--- config.mk ---
export PLATFORM = sky130hd
export DESIGN_NAME = lfsr_noise_gen
export DESIGN_NICKNAME = d
export VERILOG_FILES = /design/src/rtl/lfsr_noise_gen.sv
export SDC_FILE = /design/constraint.sdc
export NUM_CORES = 1
export LEC_CHECK = 0
export CAP_MARGIN = 10
export CORE_MARGIN = 2
export CORE_UTILIZATION = 25
export DETAILED_ROUTE_END_ITERATION = 10
export PLACE_DENSITY = 0.51
export SETUP_SLACK_MARGIN = 0.5
export SLEW_MARGIN = 20
export SYNTH_ARGS = -nofsm -noshare
export SYNTH_HDL_FRONTEND = slang
export SYNTH_SLANG_ARGS = --single-unit
--- constraint.sdc ---
create_clock -name clk -period 4.7 [get_ports clk]
set_clock_uncertainty 0.1 [all_clocks]
set_input_delay 1.41 -clock clk [delete_from_list [all_inputs] [get_ports clk]]
set_output_delay 1.41 -clock clk [all_outputs]
set_load 0.05 [all_outputs]
--- src/rtl/lfsr_noise_gen.sv ---
// Galois LFSR noise source with a runtime step-rate divider, seed loading
// (an all-zero seed is replaced by SEED) and a sequence-wrap strobe.
module lfsr_noise_gen #(
    parameter int               WIDTH = 8,
    parameter logic [WIDTH-1:0] TAPS  = 8'h1C,
    parameter logic [WIDTH-1:0] SEED  = {WIDTH{1'b1}},
    parameter int               DIV_W = 8
) (
    input  logic             clk,
    input  logic             I_RSTn,
    input  logic             audio_clk_en,
    input  logic             run,
    input  logic [DIV_W-1:0] rate,
    input  logic             load,
    input  logic [WIDTH-1:0] load_seed,
    output logic [WIDTH-1:0] lfsr_q,
    output logic             noise_bit,
    output logic             step_stb,
    output logic             wrap_stb,
    output logic             zero_fix
);

    // Bit 0 always takes the feedback bit, so TAPS[0] plays no part.
    function automatic logic [WIDTH-1:0] lfsr_step(input logic [WIDTH-1:0] s);
        logic fb;
        fb        = s[WIDTH-1];
        lfsr_step = {s[WIDTH-2:0], fb} ^ ({WIDTH{fb}} & {TAPS[WIDTH-1:1], 1'b0});
    endfunction

    logic [DIV_W-1:0] div_cnt;
    logic [WIDTH-1:0] seed_reg;
    logic [WIDTH-1:0] next_q;
    logic [WIDTH-1:0] seed_val;
    logic             seed_zero;
    logic             qen;
    logic             shift;

    assign qen       = audio_clk_en & run;
    assign shift     = qen && (div_cnt == '0);
    assign next_q    = lfsr_step(lfsr_q);
    assign seed_zero = (load_seed == '0);
    assign seed_val  = seed_zero ? SEED : load_seed;
    assign noise_bit = lfsr_q[WIDTH-1];

    always_ff @(posedge clk) begin
        if (!I_RSTn) begin
            lfsr_q   <= SEED;
            seed_reg <= SEED;
            div_cnt  <= '0;
            step_stb <= 1'b0;
            wrap_stb <= 1'b0;
            zero_fix <= 1'b0;
        end else begin
            step_stb <= 1'b0;
            wrap_stb <= 1'b0;
            zero_fix <= 1'b0;
            if (load) begin
                // A load overrides any shift requested in the same cycle.
                lfsr_q   <= seed_val;
                seed_reg <= seed_val;
                div_cnt  <= rate;
                zero_fix <= seed_zero;
            end else if (qen) begin
                if (shift) begin
                    lfsr_q   <= next_q;
                    div_cnt  <= rate;
                    step_stb <= 1'b1;
                    wrap_stb <= (next_q == seed_reg);
                end else begin
                    div_cnt <= div_cnt - 1'b1;
                end
            end
        end
    end

endmodule

# Yosys cells after proc, flatten, opt, wreduce, memory -nomap -nowiden
# Index checks and enable logic that the tools add are counted.
word_totals:
  ff_bits: 27
  latchBits: 0
  ram_bits: 0
  mem_bits_ro: 0
  out_inout_bits: 12
  memories: 0
op_classes:
  n_addsub: 1
  mul: 0
  n_div: 0
  order_cmp: 0
  eq_ne: 1
  n_shift: 0
  muxes: 8
  n_bitwise: 5
  reduce_logical: 9
op_table:
  columns: ["operator", "n"]
  rows:
  - ["$mux 8", 7]
  - ["$logic_not 8->1", 2]
  - ["$eq 8x8->1", 1]
  - ["$sub 8x1->8 const B", 1]
  - ["$xor 8x5->8", 1]
  - ["$reduce_and 2->1", 2]
  - ["$reduce_bool 2->1", 2]
  - ["$reduce_or 4->1", 1]
  - ["$not 1->1", 3]
  - ["$reduce_or 3->1", 1]
  - ["$and 1x1->1", 1]
  - ["$logic_and 1x1->1", 1]
  - ["$mux 1", 1]

# Logic depth before layout (Yosys ltp)
# Gate-level depths: netlist of the first run.
logic_depth:
  ltp_word: 5
  mapped_depth: 7
  ltp_nobuf: 6

# Least setup slack after synthesis of the first run
# Ideal clock, no wire load.
synth_path:
  kind: "input -> register"
  start: "input load_seed[3]"
  end: "register lfsr_q[1]"
  t_arrival_ns: 2.491
  setup_slack_ns: 2.040
  stages: 4
  path_cell_list: "or4_4 -> o31ai_4 -> o22ai_1 -> o21ai_1"
synth_between:
  elab_chain_len: 3
synth_lines:
  columns: ["item", "line_no", "rtl"]
  rows:
  - ["start: declaration", "15", "input logic [WIDTH-1:0] load_seed,"]
  - ["$logic_not 8->1", "41", "assign seed_zero = (load_seed == '0);"]
  - ["$mux 8", "42", "assign seed_val = seed_zero ? SEED : load_seed;"]
  - ["$mux 8", "57", "if (load) begin"]
  - ["end signal: assignment", "59", "lfsr_q <= seed_val;"]
  - ["end signal: assignment", "65", "lfsr_q <= next_q;"]
  - ["end: declaration", "16", "output logic [WIDTH-1:0] lfsr_q,"]
# No other way between the ends.
# A chain may end at the register's enable or synchronous reset.

# Worst setup path in the final report of the first run
layout_path:
  start: "register lfsr_q[7]"
  end: "output noise_bit"
layout_rtl:
  columns: ["item", "line_no", "rtl"]
  rows:
  - ["end: declaration", "17", "output logic noise_bit,"]
# No word-level cell between the ends.

==> results of run 1 <==
-- cell usage after synthesis (all sizes together) (3+ instances only) --
master / count
nor2: 12
and3: 3
buf: 3
xnor2: 3
a21oi: 14
o21ai: 7
dfxtp: 27
o22ai: 7
clkbuf: 5
xor2: 7
nor4: 3
nand4: 3
mux2i: 12
inv: 6
nand2: 15
-- kinds of logic (layout without fill, tap and decap cells) --
family          count (synthesis)  in the layout  synth area share
fa+ha+maj                       2              2            0.0176
buf+inv                        14             43            0.0413
compound gates                 45             45             0.229
flops                          27             27             0.380
mux                            13             13            0.0923
xor+xnor                       10             10            0.0615
simple gates                   49             49             0.178
-- cell type report --
| class | instances | area share |
|---|---|---|
| multi-input cells | 119 | 0.445 |
| flip-flops and latches | 27 | 0.291 |
| repair buffers | 33 | 0.177 |
| well taps | 72 | 0.0486 |
| clock buffers | 3 | 0.0223 |
| inverters | 6 | 0.0121 |
| clock inverters | 1 | 0.00405 |
-- power by group through the flow --
stage	Combinational [mW]	Clock, mW	Sequential (mW)
final	0.140	0.142	0.264
after global routing	0.155	0.156	0.268
after CTS	0.141	0.149	0.264
after detailed placement	0.140	0	0.269
after global placement	0.141	0	0.270
after floorplan	0.0767	0	0.283
-- per-layer routing --
layer  vias up  wire length, µm  global-route usage
met5         -                0                   0
met4         0               30              0.0259
met3         2              154              0.0283
met2        30             1640               0.190
met1       581             1810               0.172
li1        645                -                   -
-- metrics by stage --
| step | hold slack (ps) | std cells | setup WS (ps) |
|---|---|---|---|
| 4_1_cts | 394 | 261 | 1420 |
| 3_5_place_dp | 368 | 257 | 1390 |
| 3_3_place_gp | 367 | 257 | 1340 |
| 6_report | 391 | 261 | 1440 |
| 5_1_grt | 435 | 261 | 1360 |
| 2_1_floorplan | 351 | 160 | 2040 |
-- how the worst max path moves through the flow --
| stage | from | endpoint | slack (ps) |
|---|---|---|---|
| 2_1_floorplan | load_seed[3] | lfsr_q[1] | 2040 |
| 3_3_place_gp | audio_clk_en | lfsr_q[7] | 1340 |
| 3_5_place_dp | audio_clk_en | lfsr_q[7] | 1390 |
| 4_1_cts | lfsr_q[7] | noise_bit | 1420 |
| 5_1_grt | lfsr_q[7] | noise_bit | 1360 |
| 6_report | lfsr_q[7] | noise_bit | 1440 |
==> impl_metrics.csv, run 1 <==
group,metric,value,unit
outcome,status,"finished, final reports clean",
synthesis,synth_area_leaders,"dfxtp_1 38%, mux2i_1 8.4%, a21oi_1 4.9%",
job,maxCapViolations,0,
drt,drt-total-wl,3630,µm
timing,final.min_clock_period,3260,ps
synthesis,synth_warnings,0,
floorplanning,core_area,5510,µm²
drt,routed_via_density,4.82,
min_path,whs_endpoint,"seed_reg[4]",
placed_design,io_buffers,32,
cells_and_area,insertedDiodeCount,0,
worst_setup_path,crit_fanout,9,
synthesis,synth_top_area_share,0.380,
min_path,holdPathStages,1,
placed_design,gp_congestion,0.755,
power_and_ir_drop,pwr-share-comb,0.256,
cells_and_area,fillCellCount,571,
floorplanning,io_pins,33,
grt,grt_use_total,0.122,
synthesis,ys_seq_area_frac,0.380,
clock_tree,cts_resized,0,
cells_and_area,nets,213,
synthesis,synth_seq_cells,27,
power_and_ir_drop,power_per_cell_area,294,nW/µm²
cells_and_area,layout-drive-gt1-share,0.0635,
power_and_ir_drop,p_sw_frac,0.328,
power_and_ir_drop,vdd.ir_drop.worst,134,µV
drt,wl_per_cell,13.9,µm
drt,drtIter0Drc,69,
timing,fin_crit_sh,0.694,
clock_tree,cts_tree,"built",
drt,post-route-drc-count,0,
floorplanning,die-area,6320,µm²
synthesis,syn-num-nets,183,
worst_setup_path,cp_cell_sequence,"clkdlybuf4s50_1",
clock_tree,htree_levels,1,
cells_and_area,design_area,1850,µm²
clock_tree,clock-sinks,27,
clock_tree,clock_path_buffers,2,
synthesis,synthFlopType,"dfxtp_1",
floorplanning,start_util,0.259,
worst_setup_path,criticalPathCategory,"reg -> out",
grt,grt_pass1_vias,1217,
floorplanning,die_h,79.5,µm
clock_tree,clkTransAtPathRegs,110,ps
min_path,min_from,"seed_reg[4]",
worst_setup_path,cp-start-kind,"flop",
clock_tree,cts-root-buf,"clkbuf_8",
power_and_ir_drop,p_clk_frac,0.260,
worst_setup_path,crit_slowest_cell,"clkdlybuf4s50_1",
grt,antenna_found_initial,0,
power_and_ir_drop,internal_power,0.367,mW
clock_tree,cts_setup_buffers,0,
worst_setup_path,cp.depth,1,
timing,rsz0062_at_grt,"no",
drt,dr_total_vias,1258,
synthesis,async_reset_ff_frac,0,
synthesis,syn_inst,160,
clock_tree,cts_made_buffers,3,
power_and_ir_drop,total_power,0.546,mW
placed_design,dp_hpwl,2660,µm
clock_tree,cts_hold_buf,0,
cells_and_area,seqCellArea,541,µm²
synthesis,yosysTopAreaCell,"dfxtp_1",
synthesis,synthesis.area,1420,µm²
synthesis,synth_edf_count,0,
timing,timing.fmax,0.307,GHz
timing,setup_viol,0,
cells_and_area,layout_common_cells,"32 x clkdlybuf4s50_1, 27 x dfxtp_1, 15 x nand2_1",
placed_design,placed_area,1810,µm²
worst_setup_path,worstReg2RegEnd,"div_cnt[3]",
timing,relSlewSlack,0.552,
power_and_ir_drop,p_sw,0.179,mW
cells_and_area,final_common_cell,"clkdlybuf4s50_1",
floorplanning,die_x,79.5,µm
min_path,hold_class,"reg -> reg",
cells_and_area,multi_input_area,825,µm²
grt,grt_pass1_wl,6090,µm
timing,finalSetupTns,0,ps
worst_setup_path,reg2reg_from,"div_cnt[0]",
worst_setup_path,rr_worst_depth,6,
grt,grt_overflow,0,
synthesis,synthDistinctLibCells,41,
cells_and_area,area_growth,30.2,%
power_and_ir_drop,sequentialPowerShare,0.484,
timing,finalHoldViolations,0,
worst_setup_path,ff2ff_setup_slack,2650,ps
worst_setup_path,end_kind,"output port",
floorplanning,num_rows,27,
clock_tree,clk_latency,280,ps
cells_and_area,finalCoreUtilization,0.337,
timing,final_max_slew_viol_count,0,
synthesis,synth_area_per_cell,8.90,µm²
timing,worstMarginPinSlew,670,ps
worst_setup_path,crit_path_max_incr_delay,880,ps
power_and_ir_drop,p_leak,0.698,nW
worst_setup_path,path_delay_family,"buffers and inverters",
worst_setup_path,critPathBufInv,1,
grt,grt_max_degree,25,
worst_setup_path,worstPathRequired,3190,ps
drt,drt.antenna.violating_nets,0,
drt,first_pass_iters,4,
worst_setup_path,worstPathArrival,1750,ps
Power figures use the tool's default switching activity.
==> inputs of run 2 (changes only) <==
==> constraint.sdc (replaced) <==
create_clock -name clk -period 3.15 [get_ports clk]
set_clock_uncertainty 0.1 [all_clocks]
set_input_delay 0.945 -clock clk [delete_from_list [all_inputs] [get_ports clk]]
set_output_delay 0.945 -clock clk [all_outputs]
set_load 0.05 [all_outputs]
==> impl_metrics.csv, run 2 (same netlist as run 1, synthesis figures left out) <==
group,metric,value,unit
drt,drt.antenna.violating_nets,0,
placed_design,dp_hpwl,2720,µm
clock_tree,clock-sinks,27,
drt,routed_via_density,4.81,
grt,grt_pass1_vias,1202,
cells_and_area,layout-drive-gt1-share,0.0781,
drt,drt-total-wl,3610,µm
worst_setup_path,critPathBufInv,1,
placed_design,gp_congestion,0.762,
timing,worstMarginPinSlew,634,ps
clock_tree,clkTransAtPathRegs,100,ps
worst_setup_path,cp_cell_sequence,"clkdlybuf4s50_1",
timing,setup_viol,0,
grt,grt_overflow,0,
worst_setup_path,worstPathRequired,2100,ps
floorplanning,die_x,79.5,µm
worst_setup_path,cp.depth,1,
min_path,holdPathStages,1,
timing,timing.fmax,0.386,GHz
grt,grt_use_total,0.120,
min_path,hold_class,"reg -> reg",
floorplanning,start_util,0.259,
cells_and_area,fillCellCount,586,
timing,finalHoldViolations,0,
drt,wl_per_cell,13.7,µm
grt,antenna_found_initial,0,
clock_tree,cts_tree,"built",
cells_and_area,insertedDiodeCount,0,
timing,fin_ws,558,ps
placed_design,placed_area,1830,µm²
power_and_ir_drop,p_leak,0.716,nW
cells_and_area,design_area,1880,µm²
placed_design,dpl_worst_slack,283,ps
floorplanning,core_area,5510,µm²
timing,relSlewSlack,0.576,
outcome,status,"finished, final reports clean",
worst_setup_path,path_delay_family,"buffers and inverters",
drt,first_pass_iters,6,
cells_and_area,nets,216,
drt,drtIter0Drc,64,
worst_setup_path,end_kind,"output port",
worst_setup_path,crit_path_max_incr_delay,840,ps
clock_tree,clk_latency,280,ps
cells_and_area,area_growth,32.0,%
drt,dr_total_vias,1269,
worst_setup_path,crit_slowest_cell,"clkdlybuf4s50_1",
floorplanning,die-area,6320,µm²
worst_setup_path,worstPathArrival,1550,ps
drt,post-route-drc-count,0,
timing,whs,383,ps
cells_and_area,finalCoreUtilization,0.341,
grt,grt_max_degree,24,
cells_and_area,final_cells,264,
clock_tree,clock_path_buffers,2,
timing,finalSetupTns,0,ps
job,maxCapViolations,0,
clock_tree,cts_hold_buf,0,
clock_tree,htree_levels,1,
clock_tree,cts-root-buf,"clkbuf_8",
grt,grt_pass1_wl,5940,µm
placed_design,dpl.cell_count,260,
cells_and_area,layout_common_cells,"31 x clkdlybuf4s50_1, 27 x dfxtp_1, 15 x nand2_1",
timing,final.min_clock_period,2590,ps
power_and_ir_drop,vdd.ir_drop.worst,146,µV
placed_design,io_buffers,32,
floorplanning,die_h,79.5,µm
worst_setup_path,criticalPathCategory,"reg -> out",
timing,final_max_slew_viol_count,0,
worst_setup_path,crit_fanout,4,
power_and_ir_drop,total_power,0.807,mW
floorplanning,num_rows,27,
worst_setup_path,rr_worst_depth,6,
power_and_ir_drop,power_per_cell_area,430,nW/µm²
worst_setup_path,cp-start-kind,"flop",
floorplanning,io_pins,33,
cells_and_area,final_common_cell,"clkdlybuf4s50_1",
timing,fin_crit_sh,0.823,
timing,rsz0062_at_grt,"no",
clock_tree,cts_made_buffers,3,
clock_tree,cts_setup_buffers,0,
==> run 2: changes by cell type in the layout (fill, tap and decap cells not counted) <==
| cell | before | now |
|---|---|---|
| dlymetal6s2s_1 | 0 | 1 |
| clkdlybuf4s50_1 | 32 | 31 |
| buf_4 | 1 | 4 |
==> run 2: path summary, 6_finish.rpt <==
path	endpoint	startpoint	slack [ps]
worst max-delay path	lfsr_q[5]	lfsr_q[5]	560
worst min-delay path	seed_reg[4]	seed_reg[4]	380
worst max register to register	div_cnt[0]	div_cnt[0]	1130
worst min register to register	seed_reg[4]	seed_reg[4]	380
==> run 2: layout make-up <==
cell class,count,area (µm²),area share
sequential,27,541,0.288
tap,72,90.1,0.0479
clock buffer,3,41.3,0.0220
multi-input combinational,119,825,0.439
timing repair buffer,36,353,0.188
inverter,6,22.5,0.0120
clock inverter,1,7.51,0.00399
==> run 2: repair_timing <==
action | 4_1_cts | 5_1_grt
gates resized for setup | 0 | 1
setup endpoints to repair | 0 | 1
endpoints found under the hold margin | 0 | 0
==> run 2: routing by layer <==
layer	GRT usage	wire length (µm)	part of all wire
met5	0	0	0
met4	0.0448	30	0.0083
met3	0.0158	151	0.042
met2	0.176	1600	0.44
met1	0.176	1830	0.51
==> run 2: power by group <==
group | total (mW) | internal (mW) | switching, mW
clock | 0.202 | 0.0898 | 0.112
sequential | 0.392 | 0.365 | 0.0266
combinational | 0.214 | 0.0944 | 0.119
